`config.mk`:
```
export PLATFORM = sky130hd
export DESIGN_NAME = core_scheduler_mt
export DESIGN_NICKNAME = d
export VERILOG_FILES = /design/src/rtl/gpu_pkg.sv /design/src/rtl/warp_pc_select.sv /design/src/rtl/core_scheduler_mt.sv
export SDC_FILE = /design/constraint.sdc
export NUM_CORES = 1
export LEC_CHECK = 0
export CAP_MARGIN = 20
export CORE_MARGIN = 3
export CORE_UTILIZATION = 51
export DETAILED_ROUTE_END_ITERATION = 12
export GPL_TIMING_DRIVEN = 0
export MAX_ROUTING_LAYER = met4
export PLACE_DENSITY = 0.9
export RECOVER_POWER = 100
export SETUP_SLACK_MARGIN = 0.5
export SKIP_CTS_REPAIR_TIMING = 1
export SLEW_MARGIN = 15
export SYNTH_ARGS = -nofsm -noshare
export SYNTH_HDL_FRONTEND = slang
export SYNTH_SLANG_ARGS = --single-unit
export TNS_END_PERCENT = 50
```
`constraint.sdc`:
```
create_clock -name clk -period 5.7 [get_ports clk]
set_clock_uncertainty 0.05 [all_clocks]
set_input_delay 1.425 -clock clk [delete_from_list [all_inputs] [get_ports clk]]
set_output_delay 1.425 -clock clk [all_outputs]
set_load 0.005 [all_outputs]
```
`src/rtl/gpu_pkg.sv`:
```
// Shared encodings for the tiny GPU core: scheduler, fetcher and LSU states plus block error codes.
package gpu_pkg;

  typedef enum logic [2:0] {
    IDLE      = 3'd0,
    FETCH     = 3'd1,
    DECODE    = 3'd2,
    REQUEST   = 3'd3,
    WAIT      = 3'd4,
    EXECUTE   = 3'd5,
    WRITEBACK = 3'd6,
    DONE      = 3'd7
  } core_state_t;

  typedef enum logic [2:0] {
    FETCHER_IDLE     = 3'd0,
    FETCHER_FETCHING = 3'd1,
    FETCHER_FETCHED  = 3'd2
  } fetcher_state_t;

  typedef enum logic [1:0] {
    LSU_IDLE       = 2'd0,
    LSU_REQUESTING = 2'd1,
    LSU_WAITING    = 2'd2,
    LSU_DONE       = 2'd3
  } lsu_state_t;

  localparam logic [1:0] ERR_NONE    = 2'b00;
  localparam logic [1:0] ERR_DIVERGE = 2'b01;
  localparam logic [1:0] ERR_TIMEOUT = 2'b10;

  // An LSU still owns the warp while its request is outstanding.
  function automatic logic lsu_busy(input logic [1:0] s);
    return (s == LSU_REQUESTING) || (s == LSU_WAITING);
  endfunction

endpackage

```
`src/rtl/warp_pc_select.sv`:
```
// Picks the warp reference PC (lowest-indexed active thread) and flags any active thread
// whose next PC disagrees with it.
module warp_pc_select #(
  parameter int NUM_THREADS = 4,
  parameter int PC_W        = 8
) (
  input  logic [NUM_THREADS-1:0]      active_mask,
  input  logic [PC_W*NUM_THREADS-1:0] next_pc,
  output logic [PC_W-1:0]             ref_pc,
  output logic                        diverged
);

  logic found;

  always_comb begin
    ref_pc = '0;
    found  = 1'b0;
    for (int i = 0; i < NUM_THREADS; i++) begin
      if (active_mask[i] && !found) begin
        ref_pc = next_pc[PC_W*i +: PC_W];
        found  = 1'b1;
      end
    end
  end

  always_comb begin
    diverged = 1'b0;
    for (int i = 0; i < NUM_THREADS; i++) begin
      if (active_mask[i] && (next_pc[PC_W*i +: PC_W] != ref_pc)) diverged = 1'b1;
    end
  end

endmodule

```
`src/rtl/core_scheduler_mt.sv`:
```
// Per-core warp scheduler: sequences lock-step threads through the instruction pipeline,
// with active mask, divergence abort, stall timeout, start/done handshake and cycle counter.
module core_scheduler_mt
  import gpu_pkg::*;
#(
  parameter int NUM_THREADS   = 4,
  parameter int PC_W          = 8,
  parameter int STALL_TIMEOUT = 1024,
  parameter int CNT_W         = 32
) (
  input  logic                        clk,
  input  logic                        reset_n,
  input  logic                        start,
  input  logic [NUM_THREADS-1:0]      thread_mask,
  input  logic [2:0]                  fetcher_state,
  input  logic [2*NUM_THREADS-1:0]    lsu_state,
  input  logic                        program_end,
  input  logic [PC_W*NUM_THREADS-1:0] next_pc,
  output logic [PC_W-1:0]             current_pc,
  output logic [2:0]                  core_state,
  output logic [NUM_THREADS-1:0]      active_mask,
  output logic                        done,
  output logic [1:0]                  error_code,
  output logic [CNT_W-1:0]            cycle_count
);

  localparam int  ST_W    = (STALL_TIMEOUT < 2) ? 1 : $clog2(STALL_TIMEOUT + 1);
  localparam int  TO_LAST = (STALL_TIMEOUT == 0) ? 0 : STALL_TIMEOUT - 1;
  localparam bit  TO_EN   = (STALL_TIMEOUT != 0);
  localparam logic [ST_W-1:0] TO_LAST_V = ST_W'(TO_LAST);

  core_state_t            state_q, state_d;
  logic [PC_W-1:0]        pc_q, pc_d;
  logic [NUM_THREADS-1:0] mask_q, mask_d;
  logic [1:0]             err_q, err_d;
  logic [CNT_W-1:0]       cnt_q, cnt_d;
  logic [ST_W-1:0]        stall_q, stall_d;

  logic [PC_W-1:0] ref_pc;
  logic            diverged;
  logic            lsu_stall;
  logic            fetched;
  logic            timeout_hit;

  warp_pc_select #(
    .NUM_THREADS (NUM_THREADS),
    .PC_W        (PC_W)
  ) u_pc_select (
    .active_mask (mask_q),
    .next_pc     (next_pc),
    .ref_pc      (ref_pc),
    .diverged    (diverged)
  );

  // Only threads in the latched mask can hold the warp in WAIT.
  always_comb begin
    lsu_stall = 1'b0;
    for (int i = 0; i < NUM_THREADS; i++) begin
      if (mask_q[i] && lsu_busy(lsu_state[2*i +: 2])) lsu_stall = 1'b1;
    end
  end

  assign fetched     = (fetcher_state == FETCHER_FETCHED);
  assign timeout_hit = TO_EN && (stall_q == TO_LAST_V);

  always_comb begin
    state_d = state_q;
    pc_d    = pc_q;
    mask_d  = mask_q;
    err_d   = err_q;
    cnt_d   = cnt_q;
    stall_d = '0;

    if ((state_q != IDLE) && (state_q != DONE) && (cnt_q != '1)) cnt_d = cnt_q + 1'b1;

    unique case (state_q)
      IDLE: begin
        if (start) begin
          mask_d  = thread_mask;
          cnt_d   = '0;
          err_d   = ERR_NONE;
          pc_d    = '0;
          state_d = (thread_mask != '0) ? FETCH : DONE;
        end
      end
      FETCH: begin
        if (fetched) begin
          state_d = DECODE;
        end else if (timeout_hit) begin
          state_d = DONE;
          err_d   = ERR_TIMEOUT;
        end
      end
      DECODE:  state_d = REQUEST;
      REQUEST: state_d = WAIT;
      WAIT: begin
        if (!lsu_stall) begin
          state_d = EXECUTE;
        end else if (timeout_hit) begin
          state_d = DONE;
          err_d   = ERR_TIMEOUT;
        end
      end
      EXECUTE: state_d = WRITEBACK;
      WRITEBACK: begin
        if (program_end) begin
          state_d = DONE;
        end else if (diverged) begin
          state_d = DONE;
          err_d   = ERR_DIVERGE;
        end else begin
          pc_d    = ref_pc;
          state_d = FETCH;
        end
      end
      DONE: begin
        if (!start) state_d = IDLE;
      end
      default: state_d = IDLE;
    endcase

    // The timer restarts on every state entry, so it only runs while a stall persists.
    if (TO_EN && (state_d == state_q) && ((state_q == FETCH) || (state_q == WAIT)))
      stall_d = stall_q + 1'b1;
  end

  always_ff @(posedge clk or negedge reset_n) begin
    if (!reset_n) begin
      state_q <= IDLE;
      pc_q    <= '0;
      mask_q  <= '0;
      err_q   <= ERR_NONE;
      cnt_q   <= '0;
      stall_q <= '0;
    end else begin
      state_q <= state_d;
      pc_q    <= pc_d;
      mask_q  <= mask_d;
      err_q   <= err_d;
      cnt_q   <= cnt_d;
      stall_q <= stall_d;
    end
  end

  assign current_pc  = pc_q;
  assign core_state  = state_q;
  assign active_mask = mask_q;
  assign done        = (state_q == DONE);
  assign error_code  = err_q;
  assign cycle_count = cnt_q;

endmodule
```
# After elaboration in Yosys (flattened, before gate mapping)
# Cells that the tools add are included.
[totals]
register_bits = 60
latch_bits = 0
ram_bits = 0
mem_bits_ro = 0
input_bits = 51
output_inout_bits = 50
wordCells = 107
n_memories = 0
[op_classes]
addsub = 2
mul = 0
n_div = 0
n_lt_le_gt_ge = 0
n_eq_ne = 30
shifts = 0
muxes = 39
bitwise_logic = 0
reduce_logical = 30
[ops]
columns = ["op", "count"]
rows = [
  ["$mux W32", 3],
  ["$mux W8", 7],
  ["$add A32 B1 Y32 const B", 1],
  ["$ne A32 B32 Y1 const B", 1],
  ["$ne A8 B8 Y1", 4],
  ["$mux W3", 8],
  ["$pmux W3 S8", 1],
  ["$pmux W8 S2", 1],
  ["$logic_and A1 B1 Y1", 14],
  ["$eq A3 B3 Y1 const B", 4],
  ["$mux W2", 6],
  ["$ne A2 B2 Y1 const B", 6],
  ["$add A11 B1 Y11 const B", 1],
  ["$eq A11 B10 Y1 const B", 1],
  ["$mux W1", 11],
  ["$mux W11", 1],
  ["$eq A3 B2 Y1 const B", 3],
  ["$eq A2 B1 Y1 const B", 4],
  ["$eq A2 B2 Y1 const B", 4],
  ["$pmux W2 S4", 1],
  ["$reduce_bool A4 Y1", 2],
  ["$reduce_and A6 Y1", 1],
  ["$logic_or A1 B1 Y1", 5],
  ["$reduce_and A4 Y1", 1],
  ["8 further kinds", 10],
]

# Logic depth before layout (Yosys ltp)
# Gate-level depths: netlist (run 1).
[logic_depth]
depth_word = 22
depth_mapped = 11

# By module
# Synthesis (run 1) repeated with hierarchy kept, for this count alone.
[unflattened]
cells_unflattened = 500
hier_area_um2 = 4299.1
[modules_own_cells]
columns = ["module", "n_inst", "cells_each", "area_each_um2"]
rows = [
  ["core_scheduler_mt", 1, 363, 3260.6],
  ["warp_pc_select", 1, 137, 1038.5],
]

# Worst setup path after synthesis (run 1)
# OpenSTA, ideal clock, no wires.
[synth_path]
kind = "input port to flip-flop"
from = "in next_pc[18]"
to = "reg pc_q[2] (netlist: current_pc[2])"
arrival_ps = 3641
slack_ps = 1884
cell_stages = 8
path_buffers = 0
path_cell_list = "mux2_1 o221ai_1 o311a_1 o2111ai_1 o41ai_4 nand2b_4 nor4_4 mux2_4"
[synth_via]
elab_chain_cells = 10
word_cells_on_any_way = 19
[synth_rtl]
columns = ["item", "line", "text"]
rows = [
  ["start, declared", "core_scheduler_mt.sv:18", "input logic [PC_W*NUM_THREADS-1:0] next_pc,"],
  ["$mux W8 (2 in series)", "warp_pc_select.sv:19", "if (active_mask[i] && !found) begin"],
  ["$ne A8 B8 Y1", "warp_pc_select.sv:29", "if (active_mask[i] && (next_pc[PC_W*i +: PC_W] != ref_pc)) diverged = 1'b1;"],
  ["$logic_and A1 B1 Y1", "warp_pc_select.sv:29", ""],
  ["$mux W1 (4 in series)", "warp_pc_select.sv:29", ""],
  ["$ne A2 B2 Y1 (no line)", "-", ""],
  ["$reduce_and A4 Y1 (no line)", "-", ""],
  ["end signal, assigned", "core_scheduler_mt.sv:137", "pc_q <= pc_d;"],
  ["end, declared", "core_scheduler_mt.sv:33", "logic [PC_W-1:0] pc_q, pc_d;"],
]
# Several ways; a longest one is shown, not always the timed one. The select of a mux whose other input is x is not followed.
# A chain may end at the register's enable or synchronous reset.

# Worst setup path after layout (run 1)
[layout_path]
from = "in next_pc[8]"
to = "reg pc_q[2] (netlist: current_pc[2])"
[layout_via]
elab_chain_cells = 11
word_cells_on_any_way = 17
[layout_rtl]
columns = ["item", "line"]
rows = [
  ["$mux W8 (3 in series)", "warp_pc_select.sv:19"],
  ["$ne A8 B8 Y1", "warp_pc_select.sv:29"],
  ["$logic_and A1 B1 Y1", "warp_pc_select.sv:29"],
  ["$mux W1 (3 in series)", "warp_pc_select.sv:29"],
  ["$mux W1 *", "warp_pc_select.sv:29"],
  ["$ne A2 B2 Y1 (no line) *", "-"],
  ["$reduce_and A4 Y1 (no line) *", "-"],
]
# Mark *: on every way between the ends. The rest lies on a longest branch, timed or not.

==> results.md, run 1 <==
- Die height: approximately 96 um
- Drt pass-1 iters: 5
- Cells along the critical path: dlygate4sd3_1, nor2b_1, o41ai_1, o2111ai_1, a2111oi_0, a41oi_1, nand2b_4, nor4_2, mux2_4
- Placed cell areas: between 5000 and 6000 sq um
- Final estimated routing congestion in global placement: 0.979
- Violated checks: max-capacitance violations, max-slew violations
- Clk pin slew, worst setup/hold paths: approximately 70 ps
- Post-Synthesis Cell Area: around 4000 sq um
- Count of port buffers added during placement: 100
- Type of element capturing the critical path: flip-flop
- CTS max path bufs: 2
- Number of antenna violations at the first check in global routing: 0
- Class of the tightest hold or removal check: reg2reg
- Leakage: between 2 and 2.5 nW
- Total gr overflow: 0
- Mux contribution to synthesized area: approximately 3.5%
- CTS Sinks: 60
- CTS root buffer: sky130_fd_sc_hd__clkbuf_8
- Clock period minus final worst setup slack: ~4800 ps
- Site row count: 32
- Horiz. Die Dim: between 90 and 100 um
- Clock tree from TritonCTS: built
- Top Ports: approximately 100
- Total routing resource utilization after global routing: approximately 29%
- Critical path fanouts, max: 8
- Sum of negative setup slack: 0 ps
- Final clock period utilization by the worst path: 84.7%
- VDD IR-drop max: 0.207 mV
- Detailed-route wire length per cell: about 18 um
- Antenna-violating nets left: 0
- Number of diodes added for antenna fixing: 0
- Max-slew violation total from the final report: between 60 and 70
- Filler Cells Inserted: about 640
- Startpoint type of the worst setup path: primary input
- Pin count of the biggest net entering global routing: 61
- Family with the most delay on the worst path: simple AND/OR/NAND/NOR gates
- Clock latency reported for the late side of the worst-skew pair: around 330 ps
- Endpoint required time on the critical path: ~5900 ps
- Largest incremental delay on the critical path: 990 ps
- TritonCTS buffer count: 9
- Cell internal power dissipation: ~0.0012 W
- Number of H-tree branching levels: 3
- Share of cells above drive strength 1: between 6 and 7%
- Combinational cell fraction of total power: a little under three fifths
- Signal arrival time at the worst endpoint: roughly 5000 ps
- Number of endpoints with negative hold slack in the final report: 0
- Post-Synth Adder-Cell Area: less than 1%
- Synthesized Nets: approximately 530
- Pwr per Cell Area: 397 nW/um^2
- Slew at the pin closest to its max-slew limit: roughly 3200 ps
- Crit Path Class: in2reg
- Total via count after detailed routing: a little over 4000
- First-pass GRT wire length: just under 20 mm
- Share of synthesized area occupied by flip-flops and latches: approximately 37%
- Result of the run: finished, violations left
- Number of enable-type register cells in the synthesized netlist: 0
- Leading area contributor after synthesis: sky130_fd_sc_hd__dfrtp_1
- Portion of total power attributed to the clock network: 14.9%
- Flop and latch count out of synthesis: 60
- Largest cells by area after synthesis: sky130_fd_sc_hd__dfrtp_1, sky130_fd_sc_hd__nor2_1, sky130_fd_sc_hd__xor2_1, sky130_fd_sc_hd__xnor2_1, sky130_fd_sc_hd__nand2_1
- Drt first-iter violations: between 300 and 400
- Final std cell area, no fill: roughly 5400 sq um
- Final Routed Wirelength: between 10 and 15 mm
- Count of warnings emitted by yosys: 0
- Most common cell after layout, fill and taps aside: sky130_fd_sc_hd__nor2_1
- Most frequent cells in the layout: sky130_fd_sc_hd__nor2_1, sky130_fd_sc_hd__dfrtp_1, sky130_fd_sc_hd__dlygate4sd3_1
- Initial core utilization: roughly 53%
- Detailed-route vias per instance: roughly 6
- Share of the synthesized area in compound gates (AO/OA/AOI/OAI): 18.0%
- Combined buffer and inverter count along the critical path: 1
- Top flip-flop cell by instance count after synthesis: sky130_fd_sc_hd__dfrtp_1
- Finished Core Util: 69.0%
- Psw: between 0.0009 and 0.001 W
- Die Footprint: approximately 9100 sq um
- Layout net count: 639
- Core ar.: 7770 sq um
- Setup repair after global routing missed its margin: no
- Switching fraction of total power: between 40% and 50%
- Synthesized-area fraction occupied by and/or/nand/nor cells: 26.9%
- Post-synthesis async set-or-reset flop share: 100%
- Max-cap violation count: 1
- Number of distinct library cells after synthesis: slightly below 70
- Highest attainable clock frequency: about 210 MHz
- Synth-to-Final Area Change: 30.9%
- Parity-gate share of the synthesized area counting xor and xnor cells: a little over a tenth
- Total power: approximately 0.0021 W
- Detailed placer's ending HPWL: about 9.4 mm
- Final worst hold slack: 445 ps
- Number of instances in the synthesized netlist: about 480
- Dominant combinational cell family by area after synthesis: simple AND/OR/NAND/NOR gates
- Per-instance average area after synthesis: around 8.6 sq um
- Area share of the leading cell type in the synthesized netlist: between 30% and 40%
- Slowest CP cell: sky130_fd_sc_hd__nor4_2
- Sequential cell fraction of total power: around 28%
- Worst slew margin relative to its limit: -113%
- Final setup vio count: 0
- Vias in the first global route: 3998
- Final routed DRC violation total: 0
area by class of cell:
cell class                 count  area [sq um]  share of cell area (%)
buffer                        20          95.1                    1.78
clock buffer                  10           128                    2.38
clock inverter                 5          30.0                   0.561
inverter                      17          63.8                    1.19
multi-input combinational    378          2420                    45.1
sequential                    60          1500                    28.0
tap                          102           128                    2.38
timing repair buffer         100           995                    18.6
cell families (layout without fill, tap and decap cells):
kind of cell,after synthesis,after routing
AO/OA/AOI/OAI,105,105
adder cells (fa/ha/maj),2,2
buffers and inverters,37,152
XOR/XNOR,49,49
multiplexers,13,13
flip-flops,60,60
AND/OR/NAND/NOR,209,209
power by group through the flow:
stage | logic, W | registers, W | clock network, W
2_1_floorplan | 0.000776 | 0.000588 | 0
3_3_place_gp | 0.00121 | 0.000601 | 0
3_5_place_dp | 0.00123 | 0.000604 | 0
4_1_cts | 0.00124 | 0.000599 | 0.000320
5_1_grt | 0.00131 | 0.000610 | 0.000338
6_report | 0.00121 | 0.000598 | 0.000316
final timing paths:
path                       slack, ps  cells past startpoint           start            end
setup / recovery                 870                      9      next_pc[8]  current_pc[2]
hold / removal                   450                      1      stall_q[0]     stall_q[0]
setup reg to reg                1470                     10  active_mask[0]  current_pc[2]
hold reg to reg                  450                      1      stall_q[0]     stall_q[0]
max in group asynchronous       1690                      1         reset_n  current_pc[7]
min in group asynchronous       2100                      1         reset_n  error_code[1]
sequential cells by signal (all words and copies together), names as in the netlist:
name / cells
active_mask: 4
core_state: 3
current_pc: 8
cycle_count: 32
error_code: 2
stall_q: 11
layer usage:
metal / GRT usage [%] / part of all wire (%) / wire length [um] / vias to the layer above
met2: 46.8 / 49 / 6150 / 206
li1: - / - / - / 1921
met5: - / 0 / 0 / -
met4: 12.7 / 3.5 / 437 / 0
met3: 4.89 / 7.9 / 997 / 29
met1: 35.3 / 40 / 5080 / 1986
cell usage after synthesis, types with 4 or more instances:
| master | instances |
|---|---|
| sky130_fd_sc_hd__nor3_1 | 7 |
| sky130_fd_sc_hd__buf_2 | 7 |
| sky130_fd_sc_hd__nand3_1 | 21 |
| sky130_fd_sc_hd__o221ai_1 | 5 |
| sky130_fd_sc_hd__a22oi_1 | 5 |
| sky130_fd_sc_hd__inv_1 | 16 |
| sky130_fd_sc_hd__nand2b_1 | 11 |
| sky130_fd_sc_hd__a21oi_1 | 20 |
| sky130_fd_sc_hd__and3_1 | 8 |
| sky130_fd_sc_hd__nand4_1 | 10 |
| sky130_fd_sc_hd__nand2_1 | 38 |
| sky130_fd_sc_hd__o211ai_1 | 6 |
| sky130_fd_sc_hd__nor2b_1 | 12 |
| sky130_fd_sc_hd__and4_1 | 5 |
| sky130_fd_sc_hd__o21ai_0 | 24 |
| sky130_fd_sc_hd__xnor2_1 | 24 |
| sky130_fd_sc_hd__nor2_1 | 62 |
| sky130_fd_sc_hd__xor2_1 | 25 |
| sky130_fd_sc_hd__clkbuf_1 | 11 |
| sky130_fd_sc_hd__mux2i_1 | 9 |
| sky130_fd_sc_hd__a31oi_1 | 5 |
| sky130_fd_sc_hd__o21a_1 | 4 |
| sky130_fd_sc_hd__nand3b_1 | 6 |
| sky130_fd_sc_hd__or3_1 | 6 |
| sky130_fd_sc_hd__dfrtp_1 | 60 |
stage by stage:
stage                     std cells  setup WS (ps)
after floorplan                 475           1880
after global placement          677           1020
after detailed placement        677            989
after CTS                       692           1340
after global routing            692            637
final                           692            873
Power figures use the tool's default switching activity.
==> inputs of run 2 (changes only) <==
CORE_UTILIZATION = 45   (was 51)
PLACE_DENSITY = 0.85   (was 0.9)
clock period = 4.13 ns   (was 5.7 ns; I/O delays follow)
==> run 2 against run 1 <==
Effect of this change:
- the run now ends clean
- worst hold slack got worse by 4.5 ps
- non-clock buffer count increased by 1
- largest cell class unchanged
- sequential cell count did not move
- critical path depth rose by 2
- sequential power rose by 38%
- first-iteration DRC count is 31% lower
- worst setup slack worse by 400 ps
- global-route usage fell by 4.0 points
- utilization is 6.8 points lower
==> results.md, run 2 (synthesized netlist as in run 1, its figures left out) <==
- Launching instance or port of the critical path: active_mask[0]
- TritonCTS buffer count: 9
- Result of the run: finished, final reports clean
- Final setup vio count: 0
- Die height: a little over 100 um
- First-pass GRT wire length: roughly 20 mm
- Most frequent cells in the layout: sky130_fd_sc_hd__nor2_1, sky130_fd_sc_hd__dfrtp_1, sky130_fd_sc_hd__dlygate4sd3_1
- Final clock period utilization by the worst path: 88.6%
- Clock period minus final worst setup slack: between 3000 and 4000 ps
- Final routed DRC violation total: 0
- Number of endpoints with negative hold slack in the final report: 0
- Drt pass-1 iters: 5
- VDD IR-drop max: around 0.23 mV
- Reg2Reg Launch Point: active_mask[0]
- Cell with the most instances on the worst path: sky130_fd_sc_hd__clkbuf_1
- Critical path fanouts, max: 10
- Cell count after placement: just under 700
- Total via count after detailed routing: roughly 4100
- Clock tree from TritonCTS: built
- Largest incremental delay on the critical path: roughly 520 ps
- Number of diodes added for antenna fixing: 0
- Class of the tightest hold or removal check: reg2reg
- Horiz. Die Dim: a little over 100 um
- Pin count of the biggest net entering global routing: about 60
- Die Footprint: between 10000 and 15000 sq um
- Startpoint type of the worst setup path: flip-flop
- Switching fraction of total power: 43.3%
- Drt first-iter violations: 220
- Highest attainable clock frequency: 273 MHz
- CTS max path bufs: 2
- Count of port buffers added during placement: 100
- Initial core utilization: 46.7%
- Filler Cells Inserted: approximately 780
- Detailed-route wire length per cell: roughly 17 um
- Final Routed Wirelength: ~12 mm
- Max-cap violation count: 0
- CTS Sinks: 60
- Total gr overflow: 0
- Area of the multi-input gates: 2450 sq um
- Slowest CP cell: sky130_fd_sc_hd__a2111oi_0
- Total routing resource utilization after global routing: between 20% and 30%
- Largest register FFs: 32
- Reg-to-reg endpoint: current_pc[6]
- Antenna-violating nets left: 0
- Most common cell after layout, fill and taps aside: sky130_fd_sc_hd__nor2_1
- Detailed-route vias per instance: roughly 5.9
- Detailed placer's ending HPWL: around 9.0 mm
- Number of antenna violations at the first check in global routing: 0
- Setup repair after global routing missed its margin: no
- Pwr per Cell Area: between 500 and 600 nW/um^2
- Final estimated routing congestion in global placement: between 1 and 1.5
- Number of H-tree branching levels: 3
- Share of cells above drive strength 1: under 10%
- Type of element capturing the critical path: flip-flop
- Synth-to-Final Area Change: 33.2%
- End point of the critical path: current_pc[6]
- Cell internal power dissipation: ~0.0017 W
- Total power: approximately 0.0030 W
- CTS root buffer: sky130_fd_sc_hd__clkbuf_8
- Vias in the first global route: roughly 4000
- Leakage: 2.36 nW
- Layout net count: 640
- Max-slew violation total from the final report: 0
- Clock latency reported for the late side of the worst-skew pair: 330 ps
- Cells along the critical path: clkbuf_1, clkbuf_1, and2_0, a31oi_1, o22ai_1, a2111oi_0, nand4_1, o31a_1, nor4_4, buf_12, mux2_1
- Slew at the pin closest to its max-slew limit: 1470 ps
- Psw: roughly 0.0013 W
- Clk pin slew, worst setup/hold paths: about 60 ps
- Combinational cell fraction of total power: a little under three fifths
- Site row count: 34
- Signal arrival time at the worst endpoint: around 3800 ps
- Reg-to-reg slack, setup: approximately 470 ps
- Core ar.: 8760 sq um
- Endpoint required time on the critical path: around 4300 ps
- Top Ports: roughly 100
- Crit Path Class: reg2reg
- Worst slew margin relative to its limit: 2.33%
- Sequential cell fraction of total power: around 28%
- Count of cells along the worst register-to-register path: 11
- Portion of total power attributed to the clock network: between 15 and 20%
- Register area: approximately 1500 sq um
- Post-route non-filler standard cell count: ~700
## run 2: cell types whose count changed in the layout (fill, tap and decap cells not counted), moves of 2 or more
cell and delta:
sky130_fd_sc_hd__dlygate4sd3_1 -3, sky130_fd_sc_hd__clkinvlp_4 -2, sky130_fd_sc_hd__clkinv_2 -2, sky130_fd_sc_hd__dlymetal6s2s_1 +2, sky130_fd_sc_hd__clkbuf_8 +2
## run 2: worst min path at each step
stage                          start    endpoint  slack [ps]  cells past startpoint
after floorplan           stall_q[0]  stall_q[0]         400                      1
after global placement    stall_q[0]  stall_q[0]         420                      1
after detailed placement  stall_q[0]  stall_q[0]         440                      1
after CTS                 stall_q[0]  stall_q[0]         450                      1
after global routing      stall_q[0]  stall_q[0]         490                      1
final                     stall_q[0]  stall_q[0]         440                      1
## run 2: power groups by stage
| stage | Clock [W] | Combinational [W] | Sequential, W |
|---|---|---|---|
| after detailed placement | 0 | 0.00166 | 0.000837 |
| after CTS | 0.000525 | 0.00168 | 0.000827 |
| after global placement | 0 | 0.00163 | 0.000833 |
| after global routing | 0.000551 | 0.00183 | 0.000847 |
| final | 0.000514 | 0.00167 | 0.000826 |
| after floorplan | 0 | 0.00107 | 0.000811 |
## run 2: metrics by stage
| stage | instance area [sq um] | setup TNS [ps] | hold slack [ps] | setup WS, ps | utilization [%] |
|---|---|---|---|---|---|
| after floorplan | 4090 | 0 | 398 | 707 | - |
| after global placement | 5230 | -261 | 423 | -132 | 59.7 |
| after detailed placement | 5230 | -271 | 440 | -123 | 59.6 |
| after CTS | 5420 | 0 | 448 | 213 | 61.8 |
| after global routing | 5450 | 0 | 488 | 261 | 62.2 |
| final | 5450 | 0 | 441 | 471 | 62.2 |
## run 2: area by class of cell
class                      count  share of cell area [%]
clock inverter                 2                   0.643
tap                          108                    2.48
inverter                      17                    1.17
clock buffer                  12                    2.85
sequential                    60                    27.5
buffer                        20                    1.72
multi-input combinational    378                    44.9
timing repair buffer         101                    18.7
## run 2: metal layers
layer,wire length [um],GRT usage [%],part of all wire [%],up-vias
li1,-,-,-,1922
met1,4970,31.5,41,1956
met2,5770,39.2,48,189
met3,1010,5.10,8.4,28
met4,260,9.20,2.2,0
met5,0,-,0,-
## run 2: critical path, delay by kind of cell, from the launching register on
kind,cells,cell delay (ps)
muxes,1,310
AOI/OAI and AO/OA,4,1150
DFF,1,500
buffers and inverters,3,830
and+or+nand+nor,3,700
